`config.mk`:
```
export PLATFORM = sky130hd
export DESIGN_NAME = evm_ballot_controller
export DESIGN_NICKNAME = d
export VERILOG_FILES = /design/src/rtl/evm_ballot_controller.sv
export SDC_FILE = /design/constraint.sdc
export NUM_CORES = 1
export LEC_CHECK = 0
export BUFFER_PORTS_ARGS = -buffer_cell sky130_fd_sc_hd__buf_2
export CAP_MARGIN = 20
export CORE_MARGIN = 2
export CORE_UTILIZATION = 55
export CTS_CLUSTER_SIZE = 24
export DETAILED_ROUTE_END_ITERATION = 16
export PLACE_DENSITY = 0.77
export SLEW_MARGIN = 0
export SYNTH_ARGS = -nofsm -noshare
export SYNTH_HDL_FRONTEND = slang
export SYNTH_SLANG_ARGS = --single-unit
```
`constraint.sdc`:
```
create_clock -name clock -period 2.9 [get_ports clock]
set_clock_uncertainty 0.15 [all_clocks]
set_input_delay 0.29 -clock clock [delete_from_list [all_inputs] [get_ports clock]]
set_output_delay 0.29 -clock clock [all_outputs]
set_load 0.02 [all_outputs]
```
`src/rtl/evm_ballot_controller.sv`:
```
// Voting-session sequencer for the EVM: opens/closes the poll, arms one ballot per officer
// authorisation, captures a single candidate press per ballot and keeps saturating tallies.
//
// state   | meaning
// CLOSED  | poll not open, waiting for session_start
// IDLE    | poll open, waiting for officer to authorise a ballot
// ARMED   | ballot lamp lit, waiting for exactly one candidate button
// ACK     | vote counted this cycle, vote_ack asserted
// LOCKOUT | minimum gap before the next ballot, also waits for buttons to release
// RESULT  | poll closed, tallies frozen and final
module evm_ballot_controller #(
    parameter int CNT_W          = 8,
    parameter int LOCKOUT_CYCLES = 16
) (
    input  logic             clock,
    input  logic             reset,
    input  logic             session_start,
    input  logic             session_close,
    input  logic             voter_enable,
    input  logic [3:0]       button,
    output logic             ballot_ready,
    output logic             vote_ack,
    output logic             multi_press,
    output logic             overflow,
    output logic             result_valid,
    output logic [CNT_W-1:0] vote_count_c1,
    output logic [CNT_W-1:0] vote_count_c2,
    output logic [CNT_W-1:0] vote_count_c3,
    output logic [CNT_W-1:0] vote_count_c4
);

    localparam int LK_W = $clog2(LOCKOUT_CYCLES + 1);
    localparam logic [LK_W-1:0] LK_LOAD = LK_W'(LOCKOUT_CYCLES - 1);
    localparam logic [CNT_W-1:0] CNT_MAX = {CNT_W{1'b1}};

    typedef enum logic [2:0] {
        CLOSED  = 3'd0,
        IDLE    = 3'd1,
        ARMED   = 3'd2,
        ACK     = 3'd3,
        LOCKOUT = 3'd4,
        RESULT  = 3'd5
    } state_t;

    state_t           state, state_next;
    logic [LK_W-1:0]  lock_cnt;
    logic [CNT_W-1:0] tally [4];
    logic [3:0]       inc;
    logic             lock_load;
    logic             multi;
    logic             clear;
    logic             one_hot;

    assign one_hot = (button != 4'b0000) && ((button & (button - 4'd1)) == 4'b0000);

    always_comb begin
        state_next = state;
        inc        = 4'b0000;
        lock_load  = 1'b0;
        multi      = 1'b0;
        clear      = 1'b0;
        case (state)
            CLOSED: begin
                if (session_start) begin
                    state_next = IDLE;
                    clear      = 1'b1;
                end
            end
            IDLE: begin
                if (session_close)
                    state_next = RESULT;
                else if (voter_enable && button == 4'b0000)
                    state_next = ARMED;
            end
            ARMED: begin
                // close wins over a simultaneous press: the ballot is abandoned uncounted
                if (session_close)
                    state_next = RESULT;
                else if (one_hot) begin
                    state_next = ACK;
                    inc        = button;
                end else if (button != 4'b0000)
                    multi = 1'b1;
            end
            ACK: begin
                if (session_close)
                    state_next = RESULT;
                else begin
                    state_next = LOCKOUT;
                    lock_load  = 1'b1;
                end
            end
            LOCKOUT: begin
                if (session_close)
                    state_next = RESULT;
                else if (lock_cnt == '0 && button == 4'b0000)
                    state_next = IDLE;
            end
            RESULT: begin
                if (session_start) begin
                    state_next = IDLE;
                    clear      = 1'b1;
                end
            end
            default: state_next = CLOSED;
        endcase
    end

    always_ff @(posedge clock) begin
        if (!reset) begin
            state        <= CLOSED;
            lock_cnt     <= '0;
            overflow     <= 1'b0;
            ballot_ready <= 1'b0;
            vote_ack     <= 1'b0;
            multi_press  <= 1'b0;
            result_valid <= 1'b0;
            for (int i = 0; i < 4; i++) tally[i] <= '0;
        end else begin
            state        <= state_next;
            ballot_ready <= (state_next == ARMED);
            vote_ack     <= (state_next == ACK);
            result_valid <= (state_next == RESULT);
            multi_press  <= multi;

            if (lock_load)
                lock_cnt <= LK_LOAD;
            else if (state == LOCKOUT && lock_cnt != '0)
                lock_cnt <= lock_cnt - 1'b1;

            if (clear) begin
                overflow <= 1'b0;
                for (int i = 0; i < 4; i++) tally[i] <= '0;
            end else begin
                for (int i = 0; i < 4; i++) begin
                    if (inc[i]) begin
                        if (tally[i] == CNT_MAX)
                            overflow <= 1'b1;
                        else
                            tally[i] <= tally[i] + 1'b1;
                    end
                end
            end
        end
    end

    assign vote_count_c1 = tally[0];
    assign vote_count_c2 = tally[1];
    assign vote_count_c3 = tally[2];
    assign vote_count_c4 = tally[3];

endmodule

```
Word level (Yosys, flattened, before mapping)
Memory sizes are Yosys's and may differ from the RTL's.
Index checks and enable logic that the tools add are counted.
{"block": "word_totals", "ff_bits": 13, "word_cells": 112, "ramBits": 32, "output_inout_bits": 37, "mem_count": 1}
{"name": "tally", "depth": 4, "word_bits": 8, "rd": 4, "rd_ports_with_merged_regs": 0, "wr": 4, "line_no": "47", "source": "logic [CNT_W-1:0] tally [4];"}
{"block": "classes", "n_reduce_logical": 15, "n_mux": 59, "n_addsub": 6, "n_bitwise": 11, "eq_ne": 12}
{"op": "2-to-1 mux 8 bit", "n": 8}
{"op": "2-to-1 mux 1 bit", "n": 38}
{"op": "adder 8 x 1 -> 8 bit (second input constant)", "n": 4}
{"op": "equality test 8 bit (second input constant)", "n": 4}
{"op": "2-to-1 mux 3 bit", "n": 7}
{"op": "2-to-1 mux 4 bit", "n": 5}
{"op": "case mux 3 bit (5 select lines)", "n": 1}
{"op": "equality test 3 x 2 -> 1 bit (second input constant)", "n": 4}
{"op": "equality test 3 bit (second input constant)", "n": 3}
{"op": "zero test 4 bit", "n": 2}
{"op": "OR 1 bit", "n": 8}
{"op": "OR reduction 2 bit", "n": 3}
{"op": "zero test 5 bit", "n": 1}
{"op": "nonzero test 5 bit", "n": 1}
{"op": "subtractor 5 x 1 -> 5 bit (second input constant)", "n": 1}
{"op": "AND 4 bit", "n": 1}
{"op": "logical AND 1 bit", "n": 4}
{"op": "nonzero test 4 bit", "n": 1}
{"op": "OR reduction 4 bit", "n": 1}
{"op": "subtractor 4 x 1 -> 4 bit (second input constant)", "n": 1}
{"op": "equality test 3 x 1 -> 1 bit (second input constant)", "n": 1}
{"op": "zero test 3 bit", "n": 1}
{"op": "inverter 1 bit", "n": 2}
{"op": "nonzero test 2 bit", "n": 1}

Logic depth before layout (Yosys ltp)
Gate-level depths: netlist of run 1.
{"block": "logic_depth", "depth_word": 14, "depth_mapped": 7, "depth_no_buf": 6}

Worst setup path after synthesis of run 1
OpenSTA, ideal clock, no wires.
{"block": "synth_timing", "path_kind": "register to register", "from": "memory tally[1][0]", "to": "memory tally[1][0] (enable)", "n_path_buf": 1, "period_less_slack_ns": 2.164, "arrival_time_ns": 1.685, "path_slack_ns": 0.736, "t_required_ns": 2.421, "path_stages_with_launch": 6, "setup_ns": 0.329, "path_cell_list": "edfxtp_1 -> ha_1 -> and4_1 -> or2_2 -> clkbuf_1 -> nand2_1"}
{"element": "start, declared", "line_no": "47"}

==> impl_metrics.prom, run 1 <==
# TYPE chip_impl_metric gauge
chip_impl_metric{name="grt_first_pass_wirelength",unit="µm"} 8340
chip_impl_metric{name="vdd_drop_max",unit="mV"} 0.287
chip_impl_metric{name="initialDrtViolationCount",unit=""} 152
chip_impl_info{name="critical_r2r_launch",value="state[0]"} 1
chip_impl_metric{name="numClockSinks",unit=""} 45
chip_impl_metric{name="grt_max_degree",unit=""} 25
chip_impl_metric{name="seq_power_share",unit=""} 0.587
chip_impl_metric{name="post_synth.cell_area_avg",unit="µm²"} 9.78
chip_impl_metric{name="floorplan.io_pins",unit=""} 46
chip_impl_metric{name="crit_arrival",unit="ps"} 2220
chip_impl_metric{name="dpl-instance-area",unit="µm²"} 2750
chip_impl_metric{name="numCtsBuffers",unit=""} 5
chip_impl_metric{name="post_cts_repair_resize_count",unit=""} 0
chip_impl_metric{name="swShare",unit=""} 0.265
chip_impl_metric{name="post_layout_nets",unit=""} 313
chip_impl_metric{name="syn-cell-area",unit="µm²"} 2510
chip_impl_metric{name="first_global_vias",unit=""} 1818
chip_impl_metric{name="dieArea",unit="µm²"} 5130
chip_impl_metric{name="cp_data_required_time",unit="ps"} 2720
chip_impl_metric{name="post_synthesis_net_count",unit=""} 272
chip_impl_info{name="startpoint",value="state[0]"} 1
chip_impl_metric{name="area_growth",unit="%"} 12.7
chip_impl_metric{name="critical_path_peak_fanout",unit=""} 12
chip_impl_metric{name="p_clk_frac",unit=""} 0.288
chip_impl_metric{name="clock_latency",unit="ps"} 290
chip_impl_metric{name="synthArstFlopShare",unit=""} 0
chip_impl_metric{name="final_count_of_negative_setup_slack_endpoints",unit=""} 0
chip_impl_metric{name="ys_types",unit=""} 51
chip_impl_metric{name="reg2regPathDepth",unit=""} 5
chip_impl_metric{name="synth_edf_count",unit=""} 24
chip_impl_metric{name="synth-warning-count",unit=""} 0
chip_impl_metric{name="max_slew_violations",unit=""} 0
chip_impl_metric{name="antenna_violations_before_repair",unit=""} 0
chip_impl_metric{name="layout.core_utilization",unit=""} 0.646
chip_impl_metric{name="seq_area_frac_synth",unit=""} 0.454
chip_impl_metric{name="route.detailed.wl_per_inst",unit="µm"} 13.8
chip_impl_metric{name="achievable-frequency",unit="MHz"} 416
chip_impl_info{name="run_status",value="complete, no violations"} 1
chip_impl_info{name="setup.worst_path.start_class",value="flop"} 1
chip_impl_metric{name="period_share",unit=""} 0.828
chip_impl_info{name="worst_hold_path_type",value="primary input to flop"} 1
chip_impl_metric{name="vias",unit=""} 1954
chip_impl_metric{name="power.switching",unit="µW"} 334
chip_impl_metric{name="design_area",unit="µm²"} 2830
chip_impl_metric{name="total_of_flip_flops_plus_latches_after_synthesis",unit=""} 45
chip_impl_metric{name="fillerInstances",unit=""} 376
chip_impl_metric{name="globalRoute.totalOverflow",unit=""} 0
chip_impl_metric{name="drv_cap",unit=""} 0
chip_impl_metric{name="gp_routability_congestion",unit=""} 0.797
chip_impl_metric{name="cts.repair_timing.setup_buffer_count",unit=""} 0
chip_impl_metric{name="slew_headroom",unit=""} 0.550
chip_impl_metric{name="num_antenna_cells",unit=""} 0
chip_impl_info{name="endpoint_type_of_the_worst_setup_path",value="flop"} 1
chip_impl_metric{name="dpl_worst_slack",unit="ps"} 520
chip_impl_metric{name="power_leakage",unit="nW"} 1.10
chip_impl_metric{name="clk_pin_slew",unit="ps"} 70
chip_impl_metric{name="place.port_buffers",unit=""} 45
chip_impl_metric{name="number_of_detailed_routing_iterations_run_before_antenna_repair",unit=""} 5
chip_impl_metric{name="hold-worst-slack",unit="ps"} 216
chip_impl_metric{name="core.rowCount",unit=""} 24
chip_impl_info{name="cts_root_buffer",value="sky130_fd_sc_hd__clkbuf_8"} 1
chip_impl_metric{name="postCtsHoldBufs",unit=""} 0
chip_impl_metric{name="worst-slew-pin-transition",unit="ps"} 673
chip_impl_metric{name="cell_internal_pwr",unit="µW"} 925
chip_impl_metric{name="global_route.usage.total",unit=""} 0.205
chip_impl_metric{name="timing_hold_violations_final",unit=""} 0
chip_impl_metric{name="route.detailed.drc",unit=""} 0
chip_impl_info{name="rr_endpoint",value="tally[1][6]"} 1
chip_impl_metric{name="die_height",unit="µm"} 71.6
chip_impl_metric{name="comb_power_share",unit=""} 0.125
chip_impl_metric{name="clock_path_buffers",unit=""} 2
chip_impl_metric{name="htree_levels",unit=""} 2
chip_impl_metric{name="starting_density",unit=""} 0.573
chip_impl_metric{name="drive_gt1_frac",unit=""} 0.211
chip_impl_metric{name="post-dp-hpwl",unit="µm"} 3590
chip_impl_info{name="synth_top_flop_cell",value="sky130_fd_sc_hd__edfxtp_1"} 1
chip_impl_metric{name="p_per_area",unit="nW/µm²"} 444
chip_impl_metric{name="syn_inst",unit=""} 257
chip_impl_metric{name="die_width",unit="µm"} 71.6
chip_impl_metric{name="minimum_setup_slack_among_reg_to_reg_paths",unit="ps"} 500
chip_impl_metric{name="final.setup.tns",unit="ps"} 0
chip_impl_metric{name="post_drt_via_cell_ratio",unit=""} 5.57
chip_impl_info{name="timing_worst_setup_path_type",value="flop to flop"} 1
chip_impl_metric{name="detail-route-antenna-nets",unit=""} 0
chip_impl_info{name="tritoncts",value="done"} 1
chip_impl_info{name="critical_path.endpoint",value="tally[1][6]"} 1
chip_impl_metric{name="fin_ws",unit="ps"} 498
chip_impl_metric{name="drt-total-wl",unit="µm"} 4850
chip_impl_info{name="rsz_0062_raised_after_global_routing",value="no"} 1
chip_impl_metric{name="post-route-min-period",unit="ps"} 2400
chip_impl_metric{name="design.core.area",unit="µm²"} 4380
## synth_stat cells, types with 2 or more instances
cell type	n	area share
sky130_fd_sc_hd__a2111o_1	2	0.0090
sky130_fd_sc_hd__a211oi_1	4	0.012
sky130_fd_sc_hd__a21boi_0	5	0.015
sky130_fd_sc_hd__a21boi_1	3	0.0090
sky130_fd_sc_hd__a21oi_1	4	0.0080
sky130_fd_sc_hd__a31oi_1	2	0.0050
sky130_fd_sc_hd__and3_1	4	0.010
sky130_fd_sc_hd__and4_1	5	0.017
sky130_fd_sc_hd__buf_2	5	0.010
sky130_fd_sc_hd__clkbuf_1	6	0.0090
sky130_fd_sc_hd__dfxtp_1	21	0.17
sky130_fd_sc_hd__edfxtp_1	24	0.29
sky130_fd_sc_hd__ha_1	6	0.030
sky130_fd_sc_hd__inv_1	12	0.018
sky130_fd_sc_hd__maj3_1	2	0.0080
sky130_fd_sc_hd__mux2i_1	3	0.012
sky130_fd_sc_hd__nand2_1	19	0.028
sky130_fd_sc_hd__nand2b_1	5	0.012
sky130_fd_sc_hd__nand3_1	22	0.044
sky130_fd_sc_hd__nand4_1	9	0.022
sky130_fd_sc_hd__nor2_1	27	0.040
sky130_fd_sc_hd__nor2b_1	2	0.0050
sky130_fd_sc_hd__nor3_1	4	0.0080
sky130_fd_sc_hd__nor4b_1	2	0.0070
sky130_fd_sc_hd__nor4b_4	2	0.019
sky130_fd_sc_hd__o2111ai_1	3	0.010
sky130_fd_sc_hd__o21ai_0	5	0.010
sky130_fd_sc_hd__o31ai_1	2	0.0060
sky130_fd_sc_hd__or2_2	3	0.0075
sky130_fd_sc_hd__xnor2_1	7	0.024
sky130_fd_sc_hd__xor2_1	17	0.059
## final cells by class
type,count,area (µm²),share of cell area
multi-input combinational,187,1260,0.445
tap,52,65.1,0.0230
inverter,12,45.0,0.0159
sequential,45,1140,0.403
clock inverter,1,3.75,0.00133
clock buffer,7,76.3,0.0269
timing repair buffer,47,240,0.0848
## registers in the layout (all words and copies together) (netlist names)
name	count
lock_cnt	5
vote_ack	1
state	3
multi_press	1
ballot_ready	1
tally	32
result_valid	1
overflow	1
## per-stage QoR
step           std cells  total power, mW
6_report             351             1.26
5_1_grt              351             1.31
4_1_cts              351             1.27
3_5_place_dp         343            0.909
3_3_place_gp         343            0.907
2_1_floorplan        257            0.858
## critical path, cell delays in order (launching register included)
cell                      delay, ps
sky130_fd_sc_hd__dfxtp_1        440
sky130_fd_sc_hd__nor4b_4        490
sky130_fd_sc_hd__buf_4          220
sky130_fd_sc_hd__nand3_1         90
sky130_fd_sc_hd__or2_2          380
sky130_fd_sc_hd__nand2_1        300
## power by group through the flow
stage                     combinational [mW]  clock, mW  sequential, mW
after detailed placement               0.157          0           0.753
after floorplan                       0.0846          0           0.773
after CTS                              0.158      0.371           0.738
after global placement                 0.155          0           0.752
after global routing                   0.174      0.390           0.745
final                                  0.158      0.363           0.739
## routing by layer
layer	vias to the layer above	track usage	wire length (µm)
li1	1015	-	-
met1	901	0.292	2430
met2	33	0.317	2180
met3	5	0.0464	175
met4	0	0.0566	57
met5	-	0	0
## worst min-delay path by stage
stage                     start     endpoint  slack [ps]  cells after the start
global placement    tally[2][6]  tally[2][6]         320                      2
global route          button[0]  multi_press         270                      3
floorplan             button[1]     overflow         370                      3
finish                button[0]  multi_press         220                      3
CTS                   button[0]  multi_press         210                      3
detailed placement  tally[2][6]  tally[2][6]         330                      2
## cells in the final DEF (no fill, tap or decap), types with 2 or more instances in the layout
cell type                   count
sky130_fd_sc_hd__or2_2          3
sky130_fd_sc_hd__inv_1         12
sky130_fd_sc_hd__edfxtp_1      24
sky130_fd_sc_hd__nand2_1       19
sky130_fd_sc_hd__a2111o_1       2
sky130_fd_sc_hd__a31oi_1        2
sky130_fd_sc_hd__nor2_1        27
sky130_fd_sc_hd__a21boi_1       3
sky130_fd_sc_hd__ha_1           6
sky130_fd_sc_hd__nor2b_1        2
sky130_fd_sc_hd__nand2b_1       5
sky130_fd_sc_hd__xnor2_1        7
sky130_fd_sc_hd__nand4_1        9
sky130_fd_sc_hd__mux2i_1        3
sky130_fd_sc_hd__nor4b_4        2
sky130_fd_sc_hd__a211oi_1       4
sky130_fd_sc_hd__maj3_1         2
sky130_fd_sc_hd__clkbuf_8       5
sky130_fd_sc_hd__o31ai_1        2
sky130_fd_sc_hd__clkbuf_1       2
sky130_fd_sc_hd__nor4b_1        2
sky130_fd_sc_hd__dfxtp_1       21
sky130_fd_sc_hd__nand3_1       22
sky130_fd_sc_hd__and3_1         4
sky130_fd_sc_hd__buf_2         45
sky130_fd_sc_hd__o21ai_0        5
sky130_fd_sc_hd__and4_1         5
sky130_fd_sc_hd__a21oi_1        4
sky130_fd_sc_hd__a21boi_0       5
sky130_fd_sc_hd__o2111ai_1      3
sky130_fd_sc_hd__buf_4          2
sky130_fd_sc_hd__nor3_1         4
sky130_fd_sc_hd__xor2_1        17
## cell families (layout without fill, tap and decap cells)
group           count (synthesis)  count (layout)  share of synthesized area
simple gates                  114             114                      0.255
flops                          45              45                      0.454
compound gates                 38              38                      0.113
buf+inv                        25              67                     0.0443
xor+xnor                       24              24                     0.0836
fa+ha+maj                       8               8                     0.0378
mux                             3               3                     0.0119
(Power assumes the default switching activity.)
==> inputs of run 2 (changes only) <==
--- a/config.mk
+++ b/config.mk
@@ -5,6 +5,7 @@
 export SDC_FILE = /design/constraint.sdc
 export NUM_CORES = 1
 export LEC_CHECK = 0
+export ABC_AREA = 1
 export BUFFER_PORTS_ARGS = -buffer_cell sky130_fd_sc_hd__buf_2
 export CAP_MARGIN = 20
 export CORE_MARGIN = 2
==> constraint.sdc (replaced) <==
create_clock -name clock -period 2.5 [get_ports clock]
set_clock_uncertainty 0.15 [all_clocks]
set_input_delay 0.25 -clock clock [delete_from_list [all_inputs] [get_ports clock]]
set_output_delay 0.25 -clock clock [all_outputs]
set_load 0.02 [all_outputs]
==> run 2 against run 1 <==
Compared with the run above: first-iteration DRC count is 44% lower; fmax is 18% higher; utilization is 0.65 points higher; flip-flop and latch count stayed put; cell count is 17% higher; routed wire length is 1.4% lower; combinational power is 61% higher; sequential power is 18% higher; total power is 23% higher; final area is 0.31% higher; global-route usage is 0.61 points lower; largest power group unchanged.
==> impl_metrics.prom, run 2 <==
# TYPE chip_impl_metric gauge
chip_impl_metric{name="htree_levels",unit=""} 2
chip_impl_metric{name="postCtsHoldBufs",unit=""} 0
chip_impl_metric{name="seq_area_frac_synth",unit=""} 0.458
chip_impl_info{name="layout_common_cells",value="56 x sky130_fd_sc_hd__nand2_1, 47 x sky130_fd_sc_hd__inv_1, 45 x sky130_fd_sc_hd__buf_2, 39 x sky130_fd_sc_hd__nor2_1, 26 x sky130_fd_sc_hd__nand3_1"} 1
chip_impl_metric{name="post_synthesis_net_count",unit=""} 323
chip_impl_info{name="largest_registers",value="tally: 32 flops, lock_cnt: 5 flops, state: 3 flops"} 1
chip_impl_info{name="run_status",value="complete, no violations"} 1
chip_impl_metric{name="period_share",unit=""} 0.812
chip_impl_metric{name="post-dp-hpwl",unit="µm"} 3640
chip_impl_metric{name="achievable-frequency",unit="MHz"} 493
chip_impl_metric{name="starting_density",unit=""} 0.572
chip_impl_metric{name="synthArstFlopShare",unit=""} 0
chip_impl_metric{name="crit_arrival",unit="ps"} 1840
chip_impl_metric{name="initialDrtViolationCount",unit=""} 85
chip_impl_metric{name="grt_first_pass_wirelength",unit="µm"} 8070
chip_impl_metric{name="synth_top_area_share",unit=""} 0.289
chip_impl_metric{name="power_leakage",unit="nW"} 1.31
chip_impl_metric{name="cts.repair_timing.setup_buffer_count",unit=""} 0
chip_impl_metric{name="route.detailed.drc",unit=""} 0
chip_impl_info{name="most_common_cell_after_layout_fill_and_taps_aside",value="sky130_fd_sc_hd__nand2_1"} 1
chip_impl_info{name="top_count_cell_post_synth",value="sky130_fd_sc_hd__nand2_1"} 1
chip_impl_info{name="startpoint",value="tally[1][0]"} 1
chip_impl_metric{name="swShare",unit=""} 0.290
chip_impl_metric{name="synth-warning-count",unit=""} 0
chip_impl_metric{name="clk_pin_slew",unit="ps"} 80
chip_impl_info{name="cts_root_buffer",value="sky130_fd_sc_hd__clkbuf_8"} 1
chip_impl_metric{name="numClockSinks",unit=""} 45
chip_impl_metric{name="dieArea",unit="µm²"} 5080
chip_impl_metric{name="post_drt_via_cell_ratio",unit=""} 5.14
chip_impl_metric{name="comb_power_share",unit=""} 0.164
chip_impl_metric{name="critical_path_peak_fanout",unit=""} 9
chip_impl_metric{name="vias",unit=""} 2113
chip_impl_metric{name="cell_internal_pwr",unit="mW"} 1.10
chip_impl_metric{name="place.port_buffers",unit=""} 45
chip_impl_metric{name="grt_max_degree",unit=""} 15
chip_impl_metric{name="largest_register_ffs",unit=""} 32
chip_impl_metric{name="cp_data_required_time",unit="ps"} 2310
chip_impl_info{name="setup.worst_path.start_class",value="flop"} 1
chip_impl_metric{name="drive_gt1_frac",unit=""} 0.203
chip_impl_metric{name="worst-slew-pin-transition",unit="ps"} 371
chip_impl_metric{name="detail-route-antenna-nets",unit=""} 0
chip_impl_metric{name="floorplan.io_pins",unit=""} 46
chip_impl_info{name="tritoncts",value="done"} 1
chip_impl_metric{name="multi_input_area",unit="µm²"} 1140
chip_impl_metric{name="fillerInstances",unit=""} 385
chip_impl_metric{name="power.switching",unit="µW"} 451
chip_impl_metric{name="design.core.area",unit="µm²"} 4350
chip_impl_info{name="critical_r2r_launch",value="tally[1][0]"} 1
chip_impl_metric{name="p_per_area",unit="nW/µm²"} 547
chip_impl_metric{name="post_layout_nets",unit=""} 373
chip_impl_metric{name="globalRoute.totalOverflow",unit=""} 0
chip_impl_metric{name="first_global_vias",unit=""} 1992
chip_impl_metric{name="gp_routability_congestion",unit=""} 0.888
chip_impl_metric{name="post_cts_repair_resize_count",unit=""} 0
chip_impl_metric{name="p_clk_frac",unit=""} 0.274
chip_impl_metric{name="global_route.usage.total",unit=""} 0.199
chip_impl_metric{name="timing_hold_violations_final",unit=""} 0
chip_impl_metric{name="drt-total-wl",unit="µm"} 4780
chip_impl_info{name="rsz_0062_raised_after_global_routing",value="no"} 1
chip_impl_metric{name="die_height",unit="µm"} 71.3
chip_impl_metric{name="clock_path_buffers",unit=""} 2
chip_impl_metric{name="route.detailed.wl_per_inst",unit="µm"} 11.6
chip_impl_metric{name="antenna_violations_before_repair",unit=""} 0
chip_impl_metric{name="seq_power_share",unit=""} 0.562
chip_impl_info{name="endpoint_type_of_the_worst_setup_path",value="flop"} 1
chip_impl_metric{name="syn-cell-area",unit="µm²"} 2490
chip_impl_metric{name="number_of_detailed_routing_iterations_run_before_antenna_repair",unit=""} 4
chip_impl_metric{name="hold-worst-slack",unit="ps"} 132
chip_impl_info{name="synth_top_flop_cell",value="sky130_fd_sc_hd__edfxtp_1"} 1
chip_impl_metric{name="sequential_cell_area",unit="µm²"} 1140
chip_impl_metric{name="numCtsBuffers",unit=""} 5
chip_impl_metric{name="synth_edf_count",unit=""} 24
chip_impl_metric{name="num_antenna_cells",unit=""} 0
chip_impl_metric{name="final_count_of_negative_setup_slack_endpoints",unit=""} 0
chip_impl_info{name="hold_start",value="reset"} 1
chip_impl_metric{name="total_of_flip_flops_plus_latches_after_synthesis",unit=""} 45
chip_impl_info{name="post_synth_main_area_contributors",value="sky130_fd_sc_hd__edfxtp_1 29%, sky130_fd_sc_hd__dfxtp_1 17%, sky130_fd_sc_hd__nand2_1 8.4%, sky130_fd_sc_hd__inv_1 7.1%, sky130_fd_sc_hd__nor2_1 5.9%"} 1
chip_impl_metric{name="final.setup.tns",unit="ps"} 0
chip_impl_metric{name="core.rowCount",unit=""} 24
chip_impl_metric{name="area_growth",unit="%"} 14.1
chip_impl_info{name="register_with_the_most_flip_flops",value="tally"} 1
chip_impl_info{name="worst_hold_path_type",value="primary input to flop"} 1
chip_impl_metric{name="syn_inst",unit=""} 308
chip_impl_metric{name="slew_headroom",unit=""} 0.752
chip_impl_metric{name="post-route-min-period",unit="ps"} 2030
chip_impl_metric{name="ys_types",unit=""} 36
chip_impl_info{name="synthDominantAreaCellType",value="sky130_fd_sc_hd__edfxtp_1"} 1
chip_impl_metric{name="drv_cap",unit=""} 0
chip_impl_info{name="post_synth_most_frequent_cells",value="56 x sky130_fd_sc_hd__nand2_1, 47 x sky130_fd_sc_hd__inv_1, 39 x sky130_fd_sc_hd__nor2_1, 26 x sky130_fd_sc_hd__nand3_1, 24 x sky130_fd_sc_hd__edfxtp_1"} 1
chip_impl_metric{name="die_width",unit="µm"} 71.3
chip_impl_metric{name="vdd_drop_max",unit="mV"} 0.414
chip_impl_metric{name="clock_latency",unit="ps"} 290
chip_impl_metric{name="max_slew_violations",unit=""} 0
chip_impl_metric{name="post_synth.cell_area_avg",unit="µm²"} 8.08
chip_impl_info{name="timing_worst_setup_path_type",value="flop to flop"} 1
## run 2: worst max-delay path, stage by stage, from the launching register on
cell                       delay [ps]
sky130_fd_sc_hd__edfxtp_1         450
sky130_fd_sc_hd__ha_1             270
sky130_fd_sc_hd__nand3_1          110
sky130_fd_sc_hd__nor2_1            80
sky130_fd_sc_hd__nand3b_1         120
sky130_fd_sc_hd__nand3_2          190
sky130_fd_sc_hd__nand2_1          340
## run 2: cells by family after synthesis
kind of cell,after synthesis,share of synthesized area
buffers and inverters,52,0.0844
AO/OA/AOI/OAI,30,0.0704
AND/OR/NAND/NOR,162,0.311
flip-flops,45,0.458
adder cells (fa/ha/maj),6,0.0301
XOR/XNOR,13,0.0457
## run 2: routing by layer
metal	wire (µm)	up-vias	global-route usage
met2	2310	44	0.335
li1	-	1099	-
met5	0	-	0
met3	209	11	0.0520
met4	97	0	0.0860
met1	2160	959	0.240
## run 2: final timing paths
path,cells past startpoint,to,slack [ps]
min,3,state[0],130
max,6,tally[1][5],470
min reg2reg,2,tally[2][6],340
max reg2reg,6,tally[1][5],470
## run 2: stage by stage
| step | std cells | utilization | cell area [µm²] | total power [mW] | setup WS, ps |
|---|---|---|---|---|---|
| floorplan | 308 | - | 2490 | 1.06 | 495 |
| global placement | 403 | 0.634 | 2760 | 1.14 | 496 |
| detailed placement | 403 | 0.634 | 2760 | 1.15 | 461 |
| CTS | 411 | 0.653 | 2840 | 1.57 | 450 |
| global route | 411 | 0.653 | 2840 | 1.62 | 310 |
| finish | 411 | 0.653 | 2840 | 1.55 | 471 |
## run 2: power by group through the flow
stage	clock network (mW)	logic [mW]	registers (mW)
6_report	0.426	0.255	0.873
5_1_grt	0.459	0.284	0.880
4_1_cts	0.443	0.256	0.874
3_5_place_dp	0	0.255	0.891
3_3_place_gp	0	0.253	0.888
2_1_floorplan	0	0.130	0.935
## run 2: cell type report
class / count / share of cell area
repair buffers: 46 / 0.0819
multi-input cells: 211 / 0.401
flip-flops and latches: 45 / 0.402
clock buffers: 7 / 0.0269
inverters: 49 / 0.0647
well taps: 52 / 0.0229
clock inverters: 1 / 0.00132
